## config.mk

```make
export PLATFORM = sky130hd
export DESIGN_NAME = dmem_arbiter
export DESIGN_NICKNAME = d
export VERILOG_FILES = /design/src/rtl/dmem_arbiter.sv
export SDC_FILE = /design/constraint.sdc
export NUM_CORES = 1
export LEC_CHECK = 0
export BUFFER_PORTS_ARGS = -buffer_cell sky130_fd_sc_hd__buf_2
export CORE_MARGIN = 2
export CORE_UTILIZATION = 42
export CTS_CLUSTER_DIAMETER = 50
export DETAILED_ROUTE_END_ITERATION = 16
export HOLD_SLACK_MARGIN = 0.12
export PLACE_DENSITY = 0.74
export SYNTH_ARGS = -nofsm -noshare
export SYNTH_HDL_FRONTEND = slang
export SYNTH_SLANG_ARGS = --single-unit
```

## constraint.sdc

```tcl
create_clock -name clk -period 1.8 [get_ports clk]
set_clock_uncertainty 0.15 [all_clocks]
set_input_delay 0.09 -clock clk [delete_from_list [all_inputs] [get_ports clk]]
set_output_delay 0.09 -clock clk [all_outputs]
set_load 0.02 [all_outputs]
```

## src/rtl/dmem_arbiter.sv

```systemverilog
// Two-port (CPU/DMA) data-memory arbiter: IDLE -> ACCESS -> RESP, fully registered outputs.
// Define DMEM_ARB_RR_EN for round-robin tie-break; otherwise port 0 has fixed priority.
module dmem_arbiter #(
    parameter int ADDR_W = 32,
    parameter int DATA_W = 32,
    parameter int CNT_W  = 16
) (
    input  logic              clk,
    input  logic              rst_n,
    input  logic              req0,
    input  logic              we0,
    input  logic [ADDR_W-1:0] addr0,
    input  logic [DATA_W-1:0] wdata0,
    output logic              gnt0,
    output logic [DATA_W-1:0] rdata0,
    input  logic              req1,
    input  logic              we1,
    input  logic [ADDR_W-1:0] addr1,
    input  logic [DATA_W-1:0] wdata1,
    output logic              gnt1,
    output logic [DATA_W-1:0] rdata1,
    output logic [ADDR_W-1:0] memAddr,
    output logic [DATA_W-1:0] memWriteData,
    output logic              memRead,
    output logic              memWrite,
    input  logic [DATA_W-1:0] memReadData,
    output logic              busy,
    output logic [CNT_W-1:0]  conflictCnt
);

    typedef enum logic [1:0] {IDLE, ACCESS, RESP} state_t;

    state_t            state, state_d;
    logic              win, win_d;
    logic              sel1;
    logic              gnt0_d, gnt1_d, memRead_d, memWrite_d, busy_d;
    logic [DATA_W-1:0] rdata0_d, rdata1_d, memWriteData_d;
    logic [ADDR_W-1:0] memAddr_d;
    logic [CNT_W-1:0]  conflictCnt_d;
`ifdef DMEM_ARB_RR_EN
    logic              lastGrant, lastGrant_d;
`endif

    // Port 1 wins when it requests alone, or on a tie when the tie-break favours it
    always_comb begin
`ifdef DMEM_ARB_RR_EN
        sel1 = req1 & (~req0 | ~lastGrant);
`else
        sel1 = req1 & ~req0;
`endif
    end

    always_comb begin
        state_d        = state;
        win_d          = win;
        gnt0_d         = 1'b0;
        gnt1_d         = 1'b0;
        memRead_d      = 1'b0;
        memWrite_d     = 1'b0;
        busy_d         = busy;
        memAddr_d      = memAddr;
        memWriteData_d = memWriteData;
        rdata0_d       = rdata0;
        rdata1_d       = rdata1;
        conflictCnt_d  = conflictCnt;
`ifdef DMEM_ARB_RR_EN
        lastGrant_d    = lastGrant;
`endif
        case (state)
            IDLE: begin
                if (req0 | req1) begin
                    win_d          = sel1;
                    memAddr_d      = sel1 ? addr1 : addr0;
                    memWriteData_d = sel1 ? wdata1 : wdata0;
                    memWrite_d     = sel1 ? we1 : we0;
                    memRead_d      = ~(sel1 ? we1 : we0);
                    busy_d         = 1'b1;
                    state_d        = ACCESS;
                    if (req0 && req1 && conflictCnt != '1)
                        conflictCnt_d = conflictCnt + 1'b1;
`ifdef DMEM_ARB_RR_EN
                    lastGrant_d    = sel1;
`endif
                end
            end
            ACCESS: begin
                // memRead still holds the latched direction of the winner here
                if (memRead) begin
                    if (win) rdata1_d = memReadData;
                    else     rdata0_d = memReadData;
                end
                gnt0_d  = ~win;
                gnt1_d  = win;
                state_d = RESP;
            end
            RESP: begin
                busy_d  = 1'b0;
                state_d = IDLE;
            end
            default: begin
                busy_d  = 1'b0;
                state_d = IDLE;
            end
        endcase
    end

    always_ff @(posedge clk or negedge rst_n) begin
        if (!rst_n) begin
            state        <= IDLE;
            win          <= 1'b0;
            gnt0         <= 1'b0;
            gnt1         <= 1'b0;
            memRead      <= 1'b0;
            memWrite     <= 1'b0;
            busy         <= 1'b0;
            memAddr      <= '0;
            memWriteData <= '0;
            rdata0       <= '0;
            rdata1       <= '0;
            conflictCnt  <= '0;
`ifdef DMEM_ARB_RR_EN
            lastGrant    <= 1'b1;
`endif
        end else begin
            state        <= state_d;
            win          <= win_d;
            gnt0         <= gnt0_d;
            gnt1         <= gnt1_d;
            memRead      <= memRead_d;
            memWrite     <= memWrite_d;
            busy         <= busy_d;
            memAddr      <= memAddr_d;
            memWriteData <= memWriteData_d;
            rdata0       <= rdata0_d;
            rdata1       <= rdata1_d;
            conflictCnt  <= conflictCnt_d;
`ifdef DMEM_ARB_RR_EN
            lastGrant    <= lastGrant_d;
`endif
        end
    end

endmodule

```

Word level (Yosys, flattened, before mapping)
Index checks and enable logic that the tools add are counted.

word-level totals
  output and inout bits = 149
  register bits after elaboration = 152
  input port bits = 166

operators by class
  bitwise operators = 6
  reductions and logical operators = 8
  equal/unequal tests = 3
  mux-type cells = 13
  $add $sub $neg = 1

operators with widths
  operator                 number
  $mux W32                 2
  $add A16 B1 Y16 const B  1
  $ne A16 B16 Y1 const B   1
  $reduce_and A3 Y1        3
  $mux W1                  8
  $not A1 Y1               4
  $pmux W2 S2              1
  $reduce_and A2 Y1        2
  $eq A2 B1 Y1 const B     1
  $logic_and A1 B1 Y1      2
  $logic_not A2 Y1         1
  $mux W2                  1
  $ne A2 B2 Y1 const B     1
  $pmux W1 S2              1
  $and A1 B1 Y1            1
  $or A1 B1 Y1             1

Logic depth before layout (Yosys ltp)
  depth after elaboration = 6
  gate-level depth with buffers = 6
  mapped depth without buffers = 5

Least setup slack after synthesis
OpenSTA, ideal clock, no wires.

  path kind = register to register
  from = reg conflictCnt[0]
  to = reg conflictCnt[1]
  required time = 1.525 ns
  path slack = -0.232 ns
  setup time = 0.125 ns
  cell stages (with the launch flop) = 6
  clock period less this slack = 2.032 ns
  data arrival time = 1.757 ns
  cells stage by stage = dfrtp_1 ha_1 nand3_1 o41ai_4 nor2_2 mux2_4

on the way
  word-level cells in the longest chain between the ends = 3
  elaborated cells on any way between the ends = 4
  classes of those cells = add/sub: 1; eq/ne: 1; reduce/logical: 2

ends and longest elaborated chain
  what                                                                     line  source
  from (decl)                                                              28    output logic [CNT_W-1:0] conflictCnt
  from (signal assigned)                                                   136   conflictCnt <= conflictCnt_d;
  parallel branches: the longest is 3 deep, another holds $add A16 B1 Y16  n/a

Parallel ways; which one is timed is not known.
A chain may end at the register's enable or synchronous reset.

Worst setup path after layout
  from = reg conflictCnt[1]
  to = reg conflictCnt[11]

The elaborated chain is that of the path after synthesis.

==> flow_metrics.py <==
metrics = {
    "grt": {
        "grt_max_degree": 78,
        "grt_pass1_vias": 6744,
        "grt_pass1_wl_mm": 35.31,
        "grt_usage": 0.2821,
        "antenna_found_initial": 2,
        "overflow": 0,
    },
    "yosys": {
        "yosys.area.top_type_share": 0.5983,
        "synth-edff-count": 0,
        "synth_fp_nets": 677,
        "synth_xor_area_frac": 0.01929,
        "synth_compound_area_frac": 0.06081,
        "synth_ff_type": "dfrtp_1",
        "ys_types": 31,
        "synth_common_cells": "152 x dfrtp_1, 71 x nand2_1, 67 x o21ai_0, 65 x mux2i_1, 61 x mux2_2",
        "synthSimpleGateAreaFrac": 0.08010,
        "synth-async-reset-ratio": 1.000,
        "yosys.cell_count.top_type": "dfrtp_1",
        "netlist_instances": 510,
        "avgSynthCellArea_um2": 12.47,
        "yosys_warnings": 0,
        "ys_seq_area_frac": 0.5983,
        "ys_seq_elements": 152,
        "synth_top_family_by_area": "multiplexers",
        "netlist_top_cells_area": "dfrtp_1 60%, mux2_2 11%, mux2i_1 10%, o21ai_0 5.3%, nand2_1 4.2%",
        "syn_area_um2": 6357,
        "synth_fa_ha_area_frac": 0.001968,
        "synth_area_leader_cell": "dfrtp_1",
        "synth_mux_area_frac": 0.2181,
    },
    "outcome": {
        "outcome": "complete, but fails checks",
        "violations": "setup timing",
    },
    "run": {
        "maxCapViolCount": 0,
    },
    "worst_setup_path": {
        "cp-start-kind": "flop",
        "crit_fanout": 5,
        "required_ns": 1.94,
        "critPathKind": "reg -> reg",
        "crit_path_end_kind": "flop",
        "crit_start": "conflictCnt[1]",
        "r2r-start": "conflictCnt[1]",
        "critPathArrivalTime_ns": 1.96,
    },
    "detailed_routing": {
        "first_iter_violations": 335,
        "vias_per_cell": 5.117,
        "routed_wl_mm": 23.24,
        "drtAntennaViolNets": 0,
        "first_pass_iters": 5,
        "drcViolationCount": 0,
        "wl_per_cell_um": 19.10,
        "vias": 6227,
    },
    "clocking": {
        "worstSkewPairLatency_ns": 0.42,
        "cts_max_level": 4,
        "cts_made_buffers": 17,
        "clk_pin_slew_ns": 0.06,
        "cts.sinks": 152,
        "clockRootBuffer": "clkbuf_16",
        "clockBufferDepth": 2,
        "cts_tree": "built",
    },
    "finish": {
        "layout-drive-gt1-share": 0.4617,
        "multi_input_area_um2": 2537,
        "seqCellArea_um2": 3820,
        "areaGrowthSynthToFinish_pct": 70.20,
        "utilization": 0.7389,
        "final_area_um2": 10820,
        "final_nets": 1185,
        "fillers": 904,
    },
    "power": {
        "p_leak_nw": 5.629,
        "total_power_mw": 16.62,
        "p_per_area_nw_per_um2": 1536,
        "irDropWorstVdd_v": 0.001001,
    },
    "sta": {
        "worst_pin_slew_ns": 0.4862,
        "setup-violations-final": 6,
        "setup_ws_ns": -0.02011,
        "post-route-min-period_ns": 1.820,
        "finalHoldViolations": 0,
        "max_freq_mhz": 549.4,
        "slew_violations": 0,
        "relSlewSlack": 0.6758,
        "fin_crit_sh": 1.011,
        "whs_ns": 0.2203,
        "fin_setup_tns_ns": -0.07964,
        "rsz0062_at_grt": "true",
    },
    "min_path": {
        "hold_path_startpoint": "req1",
        "hold_class": "in -> reg",
    },
    "floorplan": {
        "fp.dieH_um": 127.0,
        "core_area_um2": 14640,
        "start_util": 0.4341,
        "ios": 315,
        "dieArea_um2": 16140,
        "fp.dieW_um": 127.0,
        "rows": 44,
    },
    "placed_design": {
        "dpl.hpwl_mm": 12.63,
        "gp_congestion": 0.8560,
        "place_area_um2": 8364,
        "portBuffers": 314,
    },
}
cells by family after synthesis:
logic type | after synthesis
flops | 152
mux | 130
simple gates | 109
compound gates | 72
buf+inv | 32
xor+xnor | 14
fa+ha+maj | 1
what timing repair did:
| action | CTS | global route |
|---|---|---|
| pin swaps | 0 | 5 |
| hold buffers | 169 | 0 |
| buffers inserted | 0 | 5 |
| hold endpoints to repair | 286 | 0 |
| gates resized for setup | 1 | 20 |
| cloned | 0 | 1 |
| setup endpoints to repair | 1 | 44 |
final timing paths:
kind	slack, ns	cells past startpoint	endpoint
max	-0.02	6	conflictCnt[11]
min	0.22	5	conflictCnt[1]
max reg2reg	-0.02	6	conflictCnt[11]
min reg2reg	0.32	2	memAddr[13]
max in group asynchronous	0.56	4	rdata0[23]
min in group asynchronous	0.63	4	memWriteData[12]
routing by layer:
layer,vias up,GRT usage,share of wire
met5,-,0,0
met4,0,0.1409,0.040
met3,85,0.08836,0.084
met2,354,0.4861,0.51
met1,2977,0.3174,0.37
li1,2811,-,-
where the power goes:
| group | total, mW | switching (mW) | internal (mW) |
|---|---|---|---|
| clock | 3.53 | 1.56 | 1.96 |
| combinational | 7.14 | 4.42 | 2.72 |
| sequential | 5.96 | 0.971 | 4.99 |
stage by stage:
| stage | worst slack [ns] | std cells |
|---|---|---|
| detailed placement | 0.01779 | 1008 |
| finish | -0.02011 | 1217 |
| floorplan | -0.05631 | 510 |
| global route | -0.09097 | 1217 |
| global placement | 0.06958 | 1008 |
| CTS | 0.01760 | 1209 |
registers in the layout, indices dropped and copies added (netlist names), 2 cells and up:
name and cells:
memWriteData 32, conflictCnt 16, rdata0 32, state 2, rdata1 32, memAddr 32
cell type report:
| type | count | area share |
|---|---|---|
| diodes | 2 | 0.0004625 |
| clock buffers | 18 | 0.03966 |
| clock inverters | 14 | 0.01376 |
| inverters | 4 | 0.001388 |
| multi-input cells | 326 | 0.2345 |
| flip-flops and latches | 152 | 0.3530 |
| well taps | 184 | 0.02128 |
| repair buffers | 517 | 0.3359 |
placed cells by master (no fill, tap or decap), types with 3 or more instances in the layout:
cell type / count
inv_8: 3
nand2_1: 71
inv_6: 7
nor2_1: 3
xor2_1: 13
buf_6: 3
o21ai_0: 67
nand4_1: 4
mux2i_1: 65
nor3_1: 4
buf_2: 313
buf_4: 25
nor4_2: 7
and2_1: 4
buf_12: 7
mux2_2: 61
dfrtp_1: 139
clkbuf_16: 18
dlygate4sd3_1: 168
mux2_1: 3
dfrtp_2: 13
inv_1: 4
critical path: stages (launching register included):
cell and delay, ns:
dfrtp_2 0.40, ha_4 0.17, nand3_4 0.08, o41ai_4 0.49
buf_6 0.20, nor4_2 0.06, xor2_1 0.15
(Power assumes the default switching activity.)
